## src/rtl/apb_master_nslv.sv

```systemverilog
// APB4 master bridge: latches one CPU request, decodes a slave window,
// runs SETUP/ACCESS and returns a registered one-cycle response.
module apb_master_nslv #(
  parameter int                NUM_SLV   = 4,
  parameter int                ADDR_W    = 32,
  parameter int                DATA_W    = 32,
  parameter logic [ADDR_W-1:0] BASE_ADDR = 32'h1000_0000,
  parameter int                WIN_BITS  = 12,
  parameter int                TIMEOUT   = 16
) (
  input  logic                      PCLK,
  input  logic                      PRESET,
  output logic [ADDR_W-1:0]         PADDR,
  output logic                      PWRITE,
  output logic                      PENABLE,
  output logic [DATA_W-1:0]         PWDATA,
  output logic [DATA_W/8-1:0]       PSTRB,
  output logic [NUM_SLV-1:0]        PSEL,
  input  logic [NUM_SLV*DATA_W-1:0] PRDATA,
  input  logic [NUM_SLV-1:0]        PREADY,
  input  logic [NUM_SLV-1:0]        PSLVERR,
  input  logic                      transfer,
  input  logic                      write,
  input  logic [ADDR_W-1:0]         addr,
  input  logic [DATA_W-1:0]         wdata,
  input  logic [DATA_W/8-1:0]       strb,
  output logic                      busy,
  output logic                      ready,
  output logic [DATA_W-1:0]         rdata,
  output logic                      error
);

  localparam int IDX_W = (NUM_SLV > 1) ? $clog2(NUM_SLV) : 1;
  localparam int CNT_W = (TIMEOUT > 1) ? $clog2(TIMEOUT) : 1;

  localparam logic [1:0] IDLE   = 2'd0;
  localparam logic [1:0] SETUP  = 2'd1;
  localparam logic [1:0] ACCESS = 2'd2;
  localparam logic [1:0] DECERR = 2'd3;

  logic [1:0]        state;
  logic [IDX_W-1:0]  idx;
  logic [CNT_W-1:0]  cnt;
  logic [ADDR_W-1:0] off;
  logic [ADDR_W-1:0] slot;
  logic              hit;
  logic              sel_ready;
  logic              sel_err;
  logic [DATA_W-1:0] sel_rdata;
  logic              tmo;

  // Offset is only meaningful when addr >= BASE_ADDR; hit guards that.
  assign off  = addr - BASE_ADDR;
  assign slot = off >> WIN_BITS;
  assign hit  = (addr >= BASE_ADDR) &&
                (slot < ADDR_W'(NUM_SLV));

  assign sel_ready = PREADY[idx];
  assign sel_err   = PSLVERR[idx];
  assign sel_rdata = PRDATA[idx*DATA_W +: DATA_W];

  assign tmo = (TIMEOUT != 0) &&
               (cnt == CNT_W'(TIMEOUT - 1));

  assign PENABLE = (state == ACCESS);
  assign busy    = (state != IDLE);

  always_comb begin
    PSEL = '0;
    if (state == SETUP || state == ACCESS)
      PSEL[idx] = 1'b1;
  end

  always_ff @(posedge PCLK or posedge PRESET) begin
    if (PRESET) begin
      state  <= IDLE;
      idx    <= '0;
      cnt    <= '0;
      PADDR  <= '0;
      PWRITE <= 1'b0;
      PWDATA <= '0;
      PSTRB  <= '0;
      ready  <= 1'b0;
      error  <= 1'b0;
      rdata  <= '0;
    end else begin
      ready <= 1'b0;
      error <= 1'b0;
      unique case (1'b1)
        state == IDLE: begin
          if (transfer) begin
            PADDR  <= addr;
            PWRITE <= write;
            PWDATA <= wdata;
            PSTRB  <= write ? strb : '0;
            idx    <= slot[IDX_W-1:0];
            state  <= hit ? SETUP : DECERR;
          end
        end
        state == SETUP: begin
          cnt   <= '0;
          state <= ACCESS;
        end
        state == ACCESS: begin
          if (sel_ready) begin
            state <= IDLE;
            ready <= 1'b1;
            error <= sel_err;
            rdata <= (!PWRITE && !sel_err)
                     ? sel_rdata : '0;
          end else if (tmo) begin
            state <= IDLE;
            ready <= 1'b1;
            error <= 1'b1;
            rdata <= '0;
          end else begin
            cnt <= cnt + 1'b1;
          end
        end
        state == DECERR: begin
          state <= IDLE;
          ready <= 1'b1;
          error <= 1'b1;
          rdata <= '0;
        end
      endcase
    end
  end

endmodule
```

## config.mk

```make
export PLATFORM = sky130hd
export DESIGN_NAME = apb_master_nslv
export DESIGN_NICKNAME = d
export VERILOG_FILES = /design/src/rtl/apb_master_nslv.sv
export SDC_FILE = /design/constraint.sdc
export NUM_CORES = 1
export LEC_CHECK = 0
export ABC_AREA = 1
export BUFFER_PORTS_ARGS = -buffer_cell sky130_fd_sc_hd__buf_2
export CAP_MARGIN = 20
export CORE_ASPECT_RATIO = 1.1
export CORE_MARGIN = 10
export CORE_UTILIZATION = 45
export CTS_CLUSTER_SIZE = 30
export DETAILED_ROUTE_END_ITERATION = 6
export PLACE_DENSITY = 0.8
export RECOVER_POWER = 50
export SLEW_MARGIN = 20
export SYNTH_ARGS = -nofsm -noshare
export SYNTH_HDL_FRONTEND = slang
export SYNTH_SLANG_ARGS = --single-unit
```

## constraint.sdc

```tcl
create_clock -name PCLK -period 3.9 [get_ports PCLK]
set_clock_uncertainty 0.2 [all_clocks]
set_input_delay 0 -clock PCLK [delete_from_list [all_inputs] [get_ports PCLK]]
set_output_delay 0 -clock PCLK [all_outputs]
set_load 0.01 [all_outputs]
```

==> flow_summary.yaml <==
outcome:
  status: "finished, final reports clean"
place:
  io_buffers: 316
  dp_hpwl_um: 16370
  pre_cts_ws_ns: 1.086
  gp_congestion: 0.8839
  place_area_um2: 7393
cts:
  cts_made_buffers: 9
  clkSinkCount: 109
  cts_setup_buffers: 0
  clock-root-buffer: "clkbuf_16"
  hold_buffers: 138
  cts_tree: "done"
  clockBufferDepth: 2
  htreeDepth: 3
  clock_latency_ns: 0.34
  clk_pin_slew_worst_paths_ns: 0.08
  cts-resized-gates: 0
detailed_routing:
  vias: 7196
  detail_route.vias_per_cell: 5.241
  dr.pass1.iters: 7
  routed_wirelength_um: 24290
  first_iter_violations: 780
  drtAntennaViolNets: 0
  drcViolationCount: 0
  wl_per_cell_um: 17.69
sta:
  fin_crit_ns: 2.924
  tns_ns: 0
  fmax_mhz: 342.0
  fin_crit_sh_pct: 74.97
  rsz0062_at_grt: "false"
  relSlewSlack_pct: 6.780
  setup_viol: 0
  tightest_slew_ns: 1.391
  slew_viol_final: 0
  hold_violations: 0
  setup_ws_ns: 0.9764
  whs_ns: 0.009050
cells_and_area:
  final_area_um2: 8947
  post-route-util_pct: 70.77
  syn2layout_area_growth_pct: 53.82
  fillers: 1064
  drive_gt1_share_pct: 21.20
  nets: 1421
synthesis:
  yosysTopAreaCellShare_pct: 46.89
  ys_seq_area_share_pct: 46.89
  async_flop_share_pct: 100.0
  ys_warn_count: 0
  synth_flop_cell: "dfrtp_1"
  ys_types: 26
  yosysTopAreaCell: "dfrtp_1"
  synthesis.nets: 1003
  synth_edf_count: 0
  synthCells: 789
  synth_area_um2: 5817
  yosys-top-cells-area: "dfrtp_1, nand2_1, nand3_1, nand4_1, nor2_1"
  ys_ff_latch: 109
  avgSynthCellArea_um2: 7.372
power_and_ir_drop:
  powerDensity_nw_per_um2: 663.7
  p_leak_nw: 4.633
  peakVddDrop_v: 0.0004368
global_route:
  grt-ovfl-total: 0
  grt_start_max_net_pins: 81
  grt_pass1_wl_um: 37810
  grt_pass1_vias: 7331
  grtUsageTotal_pct: 26.08
  antenna_found_initial: 3
worst_setup_path:
  cp-end-kind: "flip-flop"
  worstSetupPathType: "flip-flop to flip-flop"
  worstPathMaxFanout: 38
  cp-start-kind: "flip-flop"
  worstPathRequired_ns: 3.93
  crit_arrival_ns: 2.96
run:
  maxCapViolCount: 0
hold_path:
  holdCritPathClass: "input port to flip-flop"
die:
  die_y_um: 139.2
  die-area_um2: 17880
  initial_utilization_pct: 46.01
  boundaryPins: 317
  rows: 43
  die_w_um: 128.4
  coreArea_um2: 12640
[routing by layer]
metal | track usage (%) | wire length (um) | share of wire, %
met1 | 29.41 | 8602 | 35
met2 | 44.90 | 12630 | 52
met3 | 6.725 | 1974 | 8.1
met4 | 11.51 | 1085 | 4.5
met5 | 0 | 0 | 0
[cells in the final DEF, fill, tap and decap left out, drive strengths merged]
master	netlist	layout
nand2	340	340
clkinv	0	3
dlygate4sd3	0	138
or2	3	3
nand4	67	67
a21o	1	1
dfrtp	109	109
xor2	1	1
a21oi	2	2
diode	0	4
o21ai	18	18
nor3	6	6
clkbuf	28	114
clkinvlp	0	2
inv	25	26
nor2	46	46
ha	6	6
buf	29	222
nand3	108	108
[per-stage QoR]
| step | power (W) | instances |
|---|---|---|
| 5_1_grt | 0.006405 | 1372 |
| 2_1_floorplan | 0.003736 | 789 |
| 3_3_place_gp | 0.004620 | 1215 |
| 4_1_cts | 0.005987 | 1369 |
| 3_5_place_dp | 0.004684 | 1215 |
| 6_report | 0.005939 | 1373 |
[state kept, by name (all words and copies together), names as in the netlist]
name,flops
PADDR,32
PSTRB,4
state,2
rdata,32
error,1
PWDATA,32
cnt,4
PWRITE,1
ready,1
[worst paths after layout]
path | endpoint | cells after the start | slack, ns | start
worst max-delay path | error | 8 | 0.98 | PADDR[13]
worst min-delay path | rdata[19] | 7 | 0.009 | PRDATA[115]
worst max register to register | error | 8 | 0.98 | PADDR[13]
worst min register to register | PWDATA[20] | 2 | 0.28 | PWDATA[20]
max in group asynchronous | PADDR[12] | 5 | 1.06 | PRESET
min in group asynchronous | PADDR[5] | 4 | 0.93 | PRESET
[cells by family (layout without fill, tap and decap cells)]
kind of cell | count (synthesis) | after routing | synth area share [%]
AO/OA/AOI/OAI | 21 | 21 | 1.914
XOR/XNOR | 1 | 1 | 0.1506
adder cells (fa/ha/maj) | 6 | 6 | 1.291
buffers and inverters | 82 | 505 | 6.496
flip-flops | 109 | 109 | 46.89
other | 0 | 4 | 0
AND/OR/NAND/NOR | 570 | 570 | 43.26
[synthesized netlist by cell type (5+ instances only)]
library cell,number
nand2_1,338
inv_1,22
buf_4,5
buf_2,17
clkbuf_1,28
o21ai_0,18
nor3_1,6
dfrtp_1,109
nor2_1,43
ha_1,6
nand3_1,106
nand4_1,67
[where the power goes]
part           total (W)  leakage (nW)  switching [W]  internal (W)
Sequential       0.00185          1.40       0.000314       0.00153
Clock           0.000899         0.143       0.000435      0.000464
Combinational    0.00319          3.09        0.00202       0.00118
[layout make-up]
type | instances | area [um^2] | share of cell area (%)
sequential | 109 | 2730 | 30.51
clock inverter | 6 | 56.30 | 0.6293
antenna | 4 | 10.01 | 0.1119
inverter | 25 | 95.09 | 1.063
clock buffer | 10 | 239.0 | 2.671
timing repair buffer | 464 | 2907 | 32.48
multi-input combinational | 598 | 2714 | 30.33
tap | 157 | 196.4 | 2.195
[worst max-delay path: stages (launching register included)]
cell and delay, ns:
dfrtp_2 0.65, nor2_4 0.73, nand2_1 0.11, nand2_1 0.14, nor2_4 0.06, inv_2 0.10
nand3_1 0.07, dlygate4sd3_1 0.57, a21o_1 0.18
No activity file was read; power rests on OpenSTA's default activity.
